==> config.mk <==
export PLATFORM = sky130hd
export DESIGN_NAME = u_bam8_mac_acc_flat
export DESIGN_NICKNAME = d
export VERILOG_FILES = /design/src/rtl/u_bam8_mac_acc_pkg.sv /design/src/rtl/u_bam8_mac_acc_if.sv /design/src/rtl/h_u_csabam8_rca_h2_v9.sv /design/src/rtl/u_bam8_mac_acc_pipe.sv /design/src/rtl/u_bam8_mac_acc.sv /design/src/flat_wrapper.sv
export SDC_FILE = /design/constraint.sdc
export NUM_CORES = 1
export LEC_CHECK = 0
export CORE_MARGIN = 10
export CORE_UTILIZATION = 35
export DETAILED_ROUTE_END_ITERATION = 8
export PLACE_DENSITY = 0.61
export SYNTH_ARGS = -nofsm -noshare
export SYNTH_HDL_FRONTEND = slang
export SYNTH_HIERARCHICAL = 1
export SYNTH_SLANG_ARGS = --single-unit
==> constraint.sdc <==
create_clock -name clk -period 4.84 [get_ports clk]
set_clock_uncertainty 0.15 [all_clocks]
set_input_delay 0.968 -clock clk [delete_from_list [all_inputs] [get_ports clk]]
set_output_delay 0.968 -clock clk [all_outputs]
set_load 0.03 [all_outputs]
==> src/rtl/u_bam8_mac_acc_pkg.sv <==
// Shared types and default sizing for the BAM8 multiply-accumulate stage.
// State encoding for the frame FSM plus default LEN/ACC_W/CNT_W.
package bam_acc_pkg;

    typedef enum logic [1:0] {
        ST_ACC   = 2'd0,
        ST_FLUSH = 2'd1,
        ST_HOLD  = 2'd2
    } state_t;

    localparam int LEN_DEF   = 256;
    localparam int ACC_W_DEF = 24;
    localparam int CNT_W_DEF = 9;

endpackage

==> src/rtl/u_bam8_mac_acc_if.sv <==
// Operand-in / frame-result-out handshake bundle for the BAM8 MAC stage.
// master = producer/consumer side, slave = the MAC stage.
interface u_bam8_mac_acc_if #(
    parameter int ACC_W = 24,
    parameter int CNT_W = 9
);
    logic             in_valid;
    logic             in_ready;
    logic [7:0]       in_a;
    logic [7:0]       in_b;
    logic             in_last;
    logic             out_valid;
    logic             out_ready;
    logic [ACC_W-1:0] out_sum;
    logic [CNT_W-1:0] out_cnt;
    logic             out_ovf;

    modport master (
        output in_valid, in_a, in_b, in_last, out_ready,
        input  in_ready, out_valid, out_sum, out_cnt, out_ovf
    );

    modport slave (
        input  in_valid, in_a, in_b, in_last, out_ready,
        output in_ready, out_valid, out_sum, out_cnt, out_ovf
    );
endinterface

==> src/rtl/h_u_csabam8_rca_h2_v9.sv <==
// 8x8 unsigned broken-array multiplier: partial-product rows below 2 and columns below 9 are dropped.
// Purely combinational; the surviving array is resolved exactly by the final ripple adder.
module h_u_csabam8_rca_h2_v9 (
    input  logic [7:0]  a,
    input  logic [7:0]  b,
    output logic [15:0] h_u_csabam8_rca_h2_v9_out
);
    always_comb begin
        h_u_csabam8_rca_h2_v9_out = '0;
        for (int j = 2; j < 8; j++) begin
            for (int i = 0; i < 8; i++) begin
                if (i + j >= 9) begin
                    h_u_csabam8_rca_h2_v9_out = h_u_csabam8_rca_h2_v9_out
                        + ({15'd0, a[i] & b[j]} << (i + j));
                end
            end
        end
    end
endmodule

==> src/rtl/u_bam8_mac_acc_pipe.sv <==
// Two-stage operand/product pipeline around the approximate multiplier core.
// Latency 2 edges from accept to registered product; no backpressure (always advances).
module u_bam8_mac_pipe
    import bam_acc_pkg::*;
(
    input  logic        clk,
    input  logic        rst_n,
    input  logic        i_vld,
    input  logic [7:0]  i_a,
    input  logic [7:0]  i_b,
    input  logic        i_last,
    output logic        o_p_vld,
    output logic [15:0] o_p_dat,
    output logic        o_p_last
);
    logic        r_s1_v;
    logic        r_s1_last;
    logic [7:0]  r_s1_a;
    logic [7:0]  r_s1_b;
    logic        r_p_v;
    logic        r_p_last;
    logic [15:0] r_p_q;
    logic [15:0] w_prod;

    h_u_csabam8_rca_h2_v9 u_core (
        .a                         (r_s1_a),
        .b                         (r_s1_b),
        .h_u_csabam8_rca_h2_v9_out (w_prod)
    );

    always_ff @(posedge clk or negedge rst_n) begin
        if (!rst_n) begin
            r_s1_v    <= 1'b0;
            r_s1_last <= 1'b0;
            r_s1_a    <= '0;
            r_s1_b    <= '0;
            r_p_v     <= 1'b0;
            r_p_last  <= 1'b0;
            r_p_q     <= '0;
        end else begin
            r_s1_v    <= i_vld;
            r_s1_last <= i_vld & i_last;
            if (i_vld) begin
                r_s1_a <= i_a;
                r_s1_b <= i_b;
            end
            r_p_v    <= r_s1_v;
            r_p_last <= r_s1_v & r_s1_last;
            if (r_s1_v) begin
                r_p_q <= w_prod;
            end
        end
    end

    assign o_p_vld  = r_p_v;
    assign o_p_dat  = r_p_q;
    assign o_p_last = r_p_last;
endmodule

==> src/rtl/u_bam8_mac_acc.sv <==
// Frame accumulator of approximate 8x8 products; result registered 3 edges after the closing accept.
// Input stalls from the closing beat until the frame result is taken by the consumer.
module u_bam8_mac_acc
    import bam_acc_pkg::*;
#(
    parameter int LEN   = LEN_DEF,
    parameter int ACC_W = ACC_W_DEF,
    parameter int CNT_W = CNT_W_DEF
) (
    input  logic                clk,
    input  logic                rst_n,
    u_bam8_mac_acc_if.slave     bus
);
    state_t           r_state;
    logic             r_in_rdy;
    logic [CNT_W-1:0] r_cnt;
    logic [ACC_W-1:0] r_acc;
    logic             r_ovf;
    logic             r_out_vld;
    logic [ACC_W-1:0] r_out_sum;
    logic [CNT_W-1:0] r_out_cnt;
    logic             r_out_ovf;

    logic             w_accept;
    logic [CNT_W:0]   w_cnt_inc;
    logic             w_close;
    logic             w_p_vld;
    logic [15:0]      w_p_dat;
    logic             w_p_last;
    logic [ACC_W:0]   w_sum_ext;

    assign w_accept  = bus.in_valid & r_in_rdy;
    assign w_cnt_inc = {1'b0, r_cnt} + {{CNT_W{1'b0}}, 1'b1};
    assign w_close   = bus.in_last | (w_cnt_inc == (CNT_W+1)'(LEN));
    // Top bit of the extended sum is the carry out of the accumulator.
    assign w_sum_ext = {1'b0, r_acc} + {{(ACC_W-15){1'b0}}, w_p_dat};

    u_bam8_mac_pipe u_pipe (
        .clk      (clk),
        .rst_n    (rst_n),
        .i_vld    (w_accept),
        .i_a      (bus.in_a),
        .i_b      (bus.in_b),
        .i_last   (w_close),
        .o_p_vld  (w_p_vld),
        .o_p_dat  (w_p_dat),
        .o_p_last (w_p_last)
    );

    always_ff @(posedge clk or negedge rst_n) begin
        if (!rst_n) begin
            r_state   <= ST_ACC;
            r_in_rdy  <= 1'b0;
            r_cnt     <= '0;
            r_acc     <= '0;
            r_ovf     <= 1'b0;
            r_out_vld <= 1'b0;
            r_out_sum <= '0;
            r_out_cnt <= '0;
            r_out_ovf <= 1'b0;
        end else begin
            case (r_state)
                ST_ACC: begin
                    r_in_rdy <= 1'b1;
                    if (w_accept) begin
                        r_cnt <= w_cnt_inc[CNT_W-1:0];
                        if (w_close) begin
                            r_state  <= ST_FLUSH;
                            r_in_rdy <= 1'b0;
                        end
                    end
                end
                ST_FLUSH: r_in_rdy <= 1'b0;
                ST_HOLD: begin
                    r_in_rdy <= 1'b0;
                    if (r_out_vld && bus.out_ready) begin
                        r_out_vld <= 1'b0;
                        r_state   <= ST_ACC;
                        r_in_rdy  <= 1'b1;
                    end
                end
                default: begin
                    r_state  <= ST_ACC;
                    r_in_rdy <= 1'b0;
                end
            endcase

            // Product drain runs independently of the FSM; the closing product retires the frame.
            if (w_p_vld) begin
                if (w_p_last) begin
                    r_out_sum <= w_sum_ext[ACC_W-1:0];
                    r_out_cnt <= r_cnt;
                    r_out_ovf <= r_ovf | w_sum_ext[ACC_W];
                    r_out_vld <= 1'b1;
                    r_acc     <= '0;
                    r_cnt     <= '0;
                    r_ovf     <= 1'b0;
                    r_state   <= ST_HOLD;
                end else begin
                    r_acc <= w_sum_ext[ACC_W-1:0];
                    r_ovf <= r_ovf | w_sum_ext[ACC_W];
                end
            end
        end
    end

    assign bus.in_ready  = r_in_rdy;
    assign bus.out_valid = r_out_vld;
    assign bus.out_sum   = r_out_sum;
    assign bus.out_cnt   = r_out_cnt;
    assign bus.out_ovf   = r_out_ovf;
endmodule

==> src/flat_wrapper.sv <==
// flat-port wrapper written by rule: the top's interface ports become plain ports
module u_bam8_mac_acc_flat import bam_acc_pkg::*;
#(
    parameter int LEN   = LEN_DEF,
    parameter int ACC_W = ACC_W_DEF,
    parameter int CNT_W = CNT_W_DEF
)
  (clk, rst_n, bus_in_valid, bus_in_a, bus_in_b, bus_in_last, bus_out_ready, bus_in_ready, bus_out_valid, bus_out_sum, bus_out_cnt, bus_out_ovf);
  u_bam8_mac_acc_if #(.ACC_W(ACC_W), .CNT_W(CNT_W)) bus_i ();
  input  logic clk;
  input  logic rst_n;
  input wire logic [$bits(bus_i.in_valid)-1:0] bus_in_valid;
  input wire logic [$bits(bus_i.in_a)-1:0] bus_in_a;
  input wire logic [$bits(bus_i.in_b)-1:0] bus_in_b;
  input wire logic [$bits(bus_i.in_last)-1:0] bus_in_last;
  input wire logic [$bits(bus_i.out_ready)-1:0] bus_out_ready;
  output wire logic [$bits(bus_i.in_ready)-1:0] bus_in_ready;
  output wire logic [$bits(bus_i.out_valid)-1:0] bus_out_valid;
  output wire logic [$bits(bus_i.out_sum)-1:0] bus_out_sum;
  output wire logic [$bits(bus_i.out_cnt)-1:0] bus_out_cnt;
  output wire logic [$bits(bus_i.out_ovf)-1:0] bus_out_ovf;
  assign bus_i.in_valid = bus_in_valid;
  assign bus_i.in_a = bus_in_a;
  assign bus_i.in_b = bus_in_b;
  assign bus_i.in_last = bus_in_last;
  assign bus_i.out_ready = bus_out_ready;
  assign bus_in_ready = bus_i.in_ready;
  assign bus_out_valid = bus_i.out_valid;
  assign bus_out_sum = bus_i.out_sum;
  assign bus_out_cnt = bus_i.out_cnt;
  assign bus_out_ovf = bus_i.out_ovf;
  u_bam8_mac_acc #(.LEN(LEN), .ACC_W(ACC_W), .CNT_W(CNT_W)) u_core (.clk(clk), .rst_n(rst_n), .bus(bus_i));
endmodule
==> PnR_summary.wiki, run 1 <==
{| class="wikitable"
! Metric !! Value
|-
| Number of cells after detailed placement || 822
|-
| Maximum net fanout on the critical path || 7
|-
| CTS clock-pin slew for the worst setup and hold paths || 70 ps
|-
| Setup repair after global routing missed its margin || no
|-
| Layout cells sized above 1 || 0.115
|-
| Worst endpoint required time || 4930 ps
|-
| Via count || 4225
|-
| Element type at the critical path end || flip-flop
|-
| Destination of the worst register-to-register timing path || u_core/u_pipe/o_p_dat[15]$_DFFE_PN0P_
|-
| Instance count of the mapped netlist || 574
|-
| Die Area || 22600 sq um
|-
| Count of final setup violators || 0
|-
| Synthesized cell area || 5940 sq um
|-
| Sequential Power Share || 0.526
|-
| Worst-case setup margin in the final layout || 1010 ps
|-
| Initial standard-cell utilization of the core || 0.357
|-
| Internal power || 0.00130 W
|-
| Depth of the most critical reg-to-reg path || 13
|-
| Overall power || 0.00165 W
|-
| Share of the cycle needed by the critical path after routing || 0.791
|-
| Period minus WS final || 3830 ps
|-
| Filler cell count in the final layout || 1564
|-
| Number of antenna violations at the first check in global routing || 0
|-
| Total count of max-transition violations in the final report || 0
|-
| Yosys warning count || 6
|-
| Number of hold violations in the final report || 0
|-
| Worst min-delay path category || flip-flop to flip-flop
|-
| Setup fix buffers added after clock tree synthesis || 0
|-
| Final design instance area without fill || 6870 sq um
|-
| Post-place instance area || 6570 sq um
|-
| Number of cells on the worst hold path || 1
|-
| First-pass GRT wire length || 21400 microns
|-
| Clock Latency Late Sink || 350 ps
|-
| Number of ports placed on the die boundary || 57
|-
| CTS Hold Bufs || 0
|-
| Slew at the pin with the worst max-slew slack || 958 ps
|-
| Vias per cell || 5.04
|-
| Global-route total usage across every layer || 0.116
|-
| Startpoint of the lowest-slack hold path || u_core/u_pipe/r_s1_last$_DFF_PN0_
|-
| DR WL/cell || 15.1 microns
|-
| Leak pwr || 3.22 nW
|-
| Number of standard cells in the final layout excluding fillers || 838
|-
| Core ar. || 16600 sq um
|-
| Clock Sink Count || 104
|-
| Reg-to-reg critical path startpoint || u_core/u_pipe/r_s1_a[7]$_DFFE_PN0P_
|-
| Number of global-route vias before repair || 4269
|-
| Result of the run || completed
|-
| Number of DRC markers in iteration 0 || 211
|-
| Number of DRC violations after detailed routing || 0
|-
| Routability congestion estimate || 0.889
|-
| Chip height || 150 microns
|-
| Die width || 150 microns
|-
| Max rail drop VDD || 0.000155 V
|-
| Relative slew slack || 0.359
|-
| Input/output buffers || 52
|-
| Mean instance size in the synthesized netlist || 10.4 sq um
|-
| Number of clock buffers inserted by TritonCTS || 9
|-
| Routed wire length || 12700 microns
|-
| Nature of the critical path startpoint || flip-flop
|-
| Worst reg2reg setup slack || 1010 ps
|-
| Residual antenna-violating net count after detailed routing || 0
|-
| Setup slack after placement || 977 ps
|-
| HPWL Detailed || 9400 microns
|-
| Part of the total power dissipated in combinational logic || 0.020
|-
| Worst endpoint data arrival time || 3920 ps
|-
| Cell area power density || 240 nW/um^2
|-
| Residual overflow from global routing || 0
|-
| # H-tree levels || 3
|-
| Post_cts resized || 0
|-
| Clock Path Buffers || 2
|-
| Crit Path Class || flip-flop to flip-flop
|-
| Maximum achievable frequency || 0.261 GHz
|-
| Clock network power share || 0.455
|-
| Standard-cell rows || 47
|-
| Fin Setup TNS || 0 ps
|-
| Number of detailed-route iterations in the first pass || 4
|-
| Number of nets in the final layout || 674
|-
| Root buf cell || clkbuf_16
|-
| Net switching power || 0.000350 W
|-
| MaxCap Viol Count || 0
|-
| Maximum number of pins on one net before global-route repair || 59
|-
| Endpoint of the worst hold path || u_core/u_pipe/o_p_last$_DFF_PN0_
|-
| TritonCTS clock tree || built
|-
| Number of antenna diodes || 0
|-
| Net switching fraction of the power || 0.212
|-
| Synthesis-to-layout area growth || 15.6%
|}
## critical path, cell delays in order (launching register included)
cell	delay [ps]
dfrtp_1	430
nand2_1	100
fa_1	550
inv_1	60
fa_1	520
inv_1	50
fa_1	520
inv_1	40
ha_1	210
fa_1	400
a21o_1	210
a21oi_2	140
xnor2_1	70
mux2_2	260
## layout make-up
type | count | area, sq um | area share
clock buffer | 11 | 243 | 0.0353
tap | 220 | 275 | 0.0401
multi-input combinational | 420 | 3060 | 0.445
sequential | 104 | 2600 | 0.379
inverter | 23 | 86.3 | 0.0126
clock inverter | 5 | 65.1 | 0.00947
timing repair buffer | 55 | 541 | 0.0786
## power by group through the flow
| stage | logic (W) | clock network, W | registers [W] |
|---|---|---|---|
| after floorplan | 0.00000668 | 0 | 0.000886 |
| after global placement | 0.0000329 | 0 | 0.000885 |
| after detailed placement | 0.0000341 | 0 | 0.000885 |
| after CTS | 0.0000340 | 0.000778 | 0.000868 |
| after global routing | 0.0000376 | 0.000809 | 0.000868 |
| final | 0.0000324 | 0.000751 | 0.000868 |
## layout by cell type, fill, tap and decap left out, drive strengths merged, types with 7 or more instances in the layout
master,n
a21o,7
nor2,25
clkdlybuf4s50,51
and2,15
xnor2,20
mux2,30
nand2,96
dfrtp,104
nand4,9
inv,23
xor2,12
nand3,14
o21ai,39
clkbuf,11
fa,12
ha,28
o2bb2ai,12
conb,9
a21oi,22
## worst max path at each step
stage                                                  endpoint                                start  cells after the start
final                     u_core/u_pipe/o_p_dat[15]$_DFFE_PN0P_  u_core/u_pipe/r_s1_a[7]$_DFFE_PN0P_                     13
after global routing      u_core/u_pipe/o_p_dat[15]$_DFFE_PN0P_  u_core/u_pipe/r_s1_a[7]$_DFFE_PN0P_                     13
after CTS                 u_core/u_pipe/o_p_dat[15]$_DFFE_PN0P_  u_core/u_pipe/r_s1_a[7]$_DFFE_PN0P_                     13
after detailed placement  u_core/u_pipe/o_p_dat[15]$_DFFE_PN0P_  u_core/u_pipe/r_s1_a[7]$_DFFE_PN0P_                     13
after global placement    u_core/u_pipe/o_p_dat[15]$_DFFE_PN0P_  u_core/u_pipe/r_s1_a[7]$_DFFE_PN0P_                     13
after floorplan           u_core/u_pipe/o_p_dat[15]$_DFFE_PN0P_  u_core/u_pipe/r_s1_a[7]$_DFFE_PN0P_                     13
## sequential cells by signal, summed over array words and instances, names as in the netlist, 2 cells and up
register,flops
u_core/bus.out_sum,24
u_core/r_acc,24
u_core/u_pipe/o_p_dat,16
u_core/bus.out_cnt,9
u_core/r_cnt,9
u_core/u_pipe/r_s1_a,6
u_core/u_pipe/r_s1_b,6
u_core/r_state,2
## metal layers
layer  wire, microns  global-route usage  share of wire  up-vias
met5               0                   0              0        -
met4             133              0.0296          0.010        0
met3             627              0.0324          0.049       13
met2            6060               0.195           0.48       82
met1            5850               0.145           0.46     2073
li1                -                   -              -     2057
## through the flow
stage / util / hold WS (ps)
floorplan: - / 224
global placement: 0.394 / 303
detailed placement: 0.394 / 306
CTS: 0.413 / 320
global route: 0.413 / 342
finish: 0.413 / 319
Note: power is estimated with default switching activity, not from simulation.
==> run 2: changes to the inputs <==
Settings changed: PLACE_DENSITY 0.61 to 0.63.
Clock period 4.84 ns to 3.42 ns, I/O delays scaled along.
==> run 2 against run 1 <==
  * Sequential cell count is the same
  * Core utilization grew 1.2 points
  * Cell area grew 3.0%
  * Global-route usage is essentially flat
  * First-iteration DRC count grew 6.6%
  * Non-clock buffer count grew 19
  * The flow now finishes with violations (setup timing)
  * Sequential power grew 42%
  * Largest power group unchanged
  * Cell count grew 2.3%
  * Sequential share of layout area shrank 1.1 points
  * Critical endpoint unchanged
==> PnR_summary.wiki, run 2 (synthesis gave the netlist of run 1 again) <==
{| class="wikitable"
! Metric !! Value
|-
| Result of the run || finished with violations
|-
| Violations in the final reports || setup timing
|-
| Synthesis-to-layout area growth || 19.1%
|-
| Vias per cell || 5.00 (-0.83%)
|-
| Number of global-route vias before repair || 4348 (+1.9%)
|-
| First-pass GRT wire length || 21400 microns (about the same)
|-
| Crit path max-delay cell type || fa_1
|-
| Worst-case setup margin in the final layout || -101 ps (-1110 ps)
|-
| Filler cell count in the final layout || 1605 (+2.6%)
|-
| Period minus WS final || 3520 ps (-306 ps)
|-
| Nature of the critical path startpoint || flip-flop
|-
| Element type at the critical path end || flip-flop
|-
| Chip height || 150 microns (unchanged)
|-
| Multi-input logic area || 3080 sq um (+0.74%)
|-
| CTS clock-pin slew for the worst setup and hold paths || 70 ps (about the same)
|-
| # H-tree levels || 3 (unchanged)
|-
| Most common cell after layout, fill and taps aside || dfrtp_1
|-
| DR WL/cell || 14.8 microns (-2.4%)
|-
| Worst min-delay path category || input pin to asynchronous set/reset pin
|-
| Number of standard cells in the final layout excluding fillers || 857 (+2.3%)
|-
| Routability congestion estimate || 0.877 (-1.4%)
|-
| Residual antenna-violating net count after detailed routing || 0 (unchanged)
|-
| Layout cells sized above 1 || 0.151 (+0.0358)
|-
| Cell family with most CP delay || adder cells
|-
| Standard-cell rows || 47 (unchanged)
|-
| Fin Setup TNS || -101 ps (-101 ps)
|-
| Relative slew slack || 0.380 (+0.0210)
|-
| Die Area || 22600 sq um (unchanged)
|-
| Residual overflow from global routing || 0 (unchanged)
|-
| Number of antenna diodes || 0 (unchanged)
|-
| Routed wire length || 12600 microns (-0.17%)
|-
| Commonest non-fill, non-tap cells in the layout || dfrtp_1 (104), nand2_1 (93), clkdlybuf4s50_1 (51)
|-
| Slew at the pin with the worst max-slew slack || 926 ps (-31.4 ps)
|-
| Via count || 4285 (+1.4%)
|-
| Max rail drop VDD || 0.000287 V (+86%)
|-
| Global-route total usage across every layer || 0.116 (+0.000119)
|-
| Initial standard-cell utilization of the core || 0.357 (unchanged)
|-
| Count of final setup violators || 1 (+1)
|-
| Root buf cell || clkbuf_16
|-
| Number of cells after detailed placement || 834 (+1.5%)
|-
| Maximum net fanout on the critical path || 3 (-4)
|-
| Number of nets in the final layout || 693 (+2.8%)
|-
| Cell area power density || 345 nW/um^2 (+44%)
|-
| Worst endpoint data arrival time || 3610 ps (-310 ps)
|-
| Maximum achievable frequency || 0.284 GHz (+8.7%)
|-
| Number of detailed-route iterations in the first pass || 4 (unchanged)
|-
| Setup slack after placement || -120 ps (-1100 ps)
|-
| Number of DRC markers in iteration 0 || 225 (+6.6%)
|-
| Core ar. || 16600 sq um (unchanged)
|-
| Clock Sink Count || 104 (unchanged)
|-
| Leak pwr || 3.33 nW (+3.4%)
|-
| CP Cell Sequence || nand2_2 -> fa_1 -> inv_1 -> fa_1 -> inv_1 -> fa_1 -> inv_2 -> ha_4 -> fa_2 -> a21o_1 -> a21oi_2 -> xnor2_1 -> mux2_2
|-
| Number of ports placed on the die boundary || 57 (unchanged)
|-
| Number of clock buffers inserted by TritonCTS || 9 (unchanged)
|-
| Total count of max-transition violations in the final report || 0 (unchanged)
|-
| Number of hold violations in the final report || 0 (unchanged)
|-
| Number of antenna violations at the first check in global routing || 0 (unchanged)
|-
| CTS Hold Bufs || 0 (unchanged)
|-
| Worst path buffer plus inverter count || 3 (unchanged)
|-
| Number of DRC violations after detailed routing || 0 (unchanged)
|-
| MaxCap Viol Count || 0 (unchanged)
|-
| Critical Path Max Stage Delay || 530 ps (-20 ps)
|-
| Crit Path Class || flip-flop to flip-flop
|-
| Die width || 150 microns (unchanged)
|-
| Sequential cell area || 2600 sq um (unchanged)
|-
| TritonCTS clock tree || built
|-
| Share of the cycle needed by the critical path after routing || 1.03 (+0.239)
|-
| Clock Latency Late Sink || 350 ps (about the same)
|-
| Worst endpoint required time || 3500 ps (-1430 ps)
|-
| Clock Path Buffers || 2 (unchanged)
|-
| Most frequent CP cell || fa_1
|-
| HPWL Detailed || 9350 microns (-0.51%)
|-
| Input/output buffers || 52 (unchanged)
|-
| Maximum number of pins on one net before global-route repair || 59 (unchanged)
|-
| Setup repair after global routing missed its margin || yes
|}
-- run 2: area by class of cell --
type	count	share of cell area
Inverter	23	0.0122
Multi-Input combinational cell	420	0.435
Timing Repair Buffer	74	0.0983
Tap cell	220	0.0389
Clock buffer	10	0.0323
Sequential cell	104	0.368
Clock inverter	6	0.0152
-- run 2: what timing repair did --
| item | CTS | global route |
|---|---|---|
| resized for setup | 0 | 5 |
| setup buffers | 5 | 2 |
| setup endpoints to repair | 2 | 2 |
| pin swaps | 8 | 5 |
| cloned | 0 | 0 |
-- run 2: worst register-to-register path, cell delays in order (launching register included) --
cell and delay [ps]:
dfrtp_1 400, nand2_2 80, fa_1 530, inv_1 50, fa_1 470, inv_1 50
fa_1 490, inv_2 50, ha_4 160, fa_2 360, a21o_1 170, a21oi_2 130
xnor2_1 70, mux2_2 250
-- run 2: per-stage QoR --
step	instance area, sq um	util	power [W]	hold WS (ps)
global placement	6670	0.401	0.00130	307
finish	7080	0.425	0.00244	244
global route	7080	0.425	0.00254	300
detailed placement	6670	0.401	0.00130	305
floorplan	5980	-	0.00126	224
CTS	7050	0.423	0.00249	265
-- run 2: final timing paths --
| check | cells after the start | end | startpoint | slack [ps] |
|---|---|---|---|---|
| min | 1 | u_core/r_ovf$_DFFE_PN0P_ | rst_n | 240 |
| max reg2reg | 13 | u_core/u_pipe/o_p_dat[15]$_DFFE_PN0P_ | u_core/u_pipe/r_s1_a[4]$_DFFE_PN0P_ | -100 |
| min in group clk | 1 | u_core/u_pipe/o_p_last$_DFF_PN0_ | u_core/u_pipe/r_s1_last$_DFF_PN0_ | 320 |
| max in group asynchronous | 2 | u_core/u_pipe/o_p_dat[9]$_DFFE_PN0P_ | rst_n | 2160 |
| max | 13 | u_core/u_pipe/o_p_dat[15]$_DFFE_PN0P_ | u_core/u_pipe/r_s1_a[4]$_DFFE_PN0P_ | -100 |
| min reg2reg | 1 | u_core/u_pipe/o_p_last$_DFF_PN0_ | u_core/u_pipe/r_s1_last$_DFF_PN0_ | 320 |
-- run 2: metal layers --
metal  GRT usage  wire length [microns]  up-vias
met2       0.187                   5850       99
met4      0.0350                    228        0
li1            -                      -     2095
met1       0.147                   5910     2069
met5           0                      0        -
met3      0.0357                    657       22
-- run 2: power by group --
part / total [W] / leakage, nW / switching, W / internal [W]
Combinational: 0.0000461 / 1.73 / 0.0000274 / 0.0000187
Clock: 0.00117 / 0.162 / 0.000454 / 0.000713
Sequential: 0.00123 / 1.44 / 0 / 0.00123
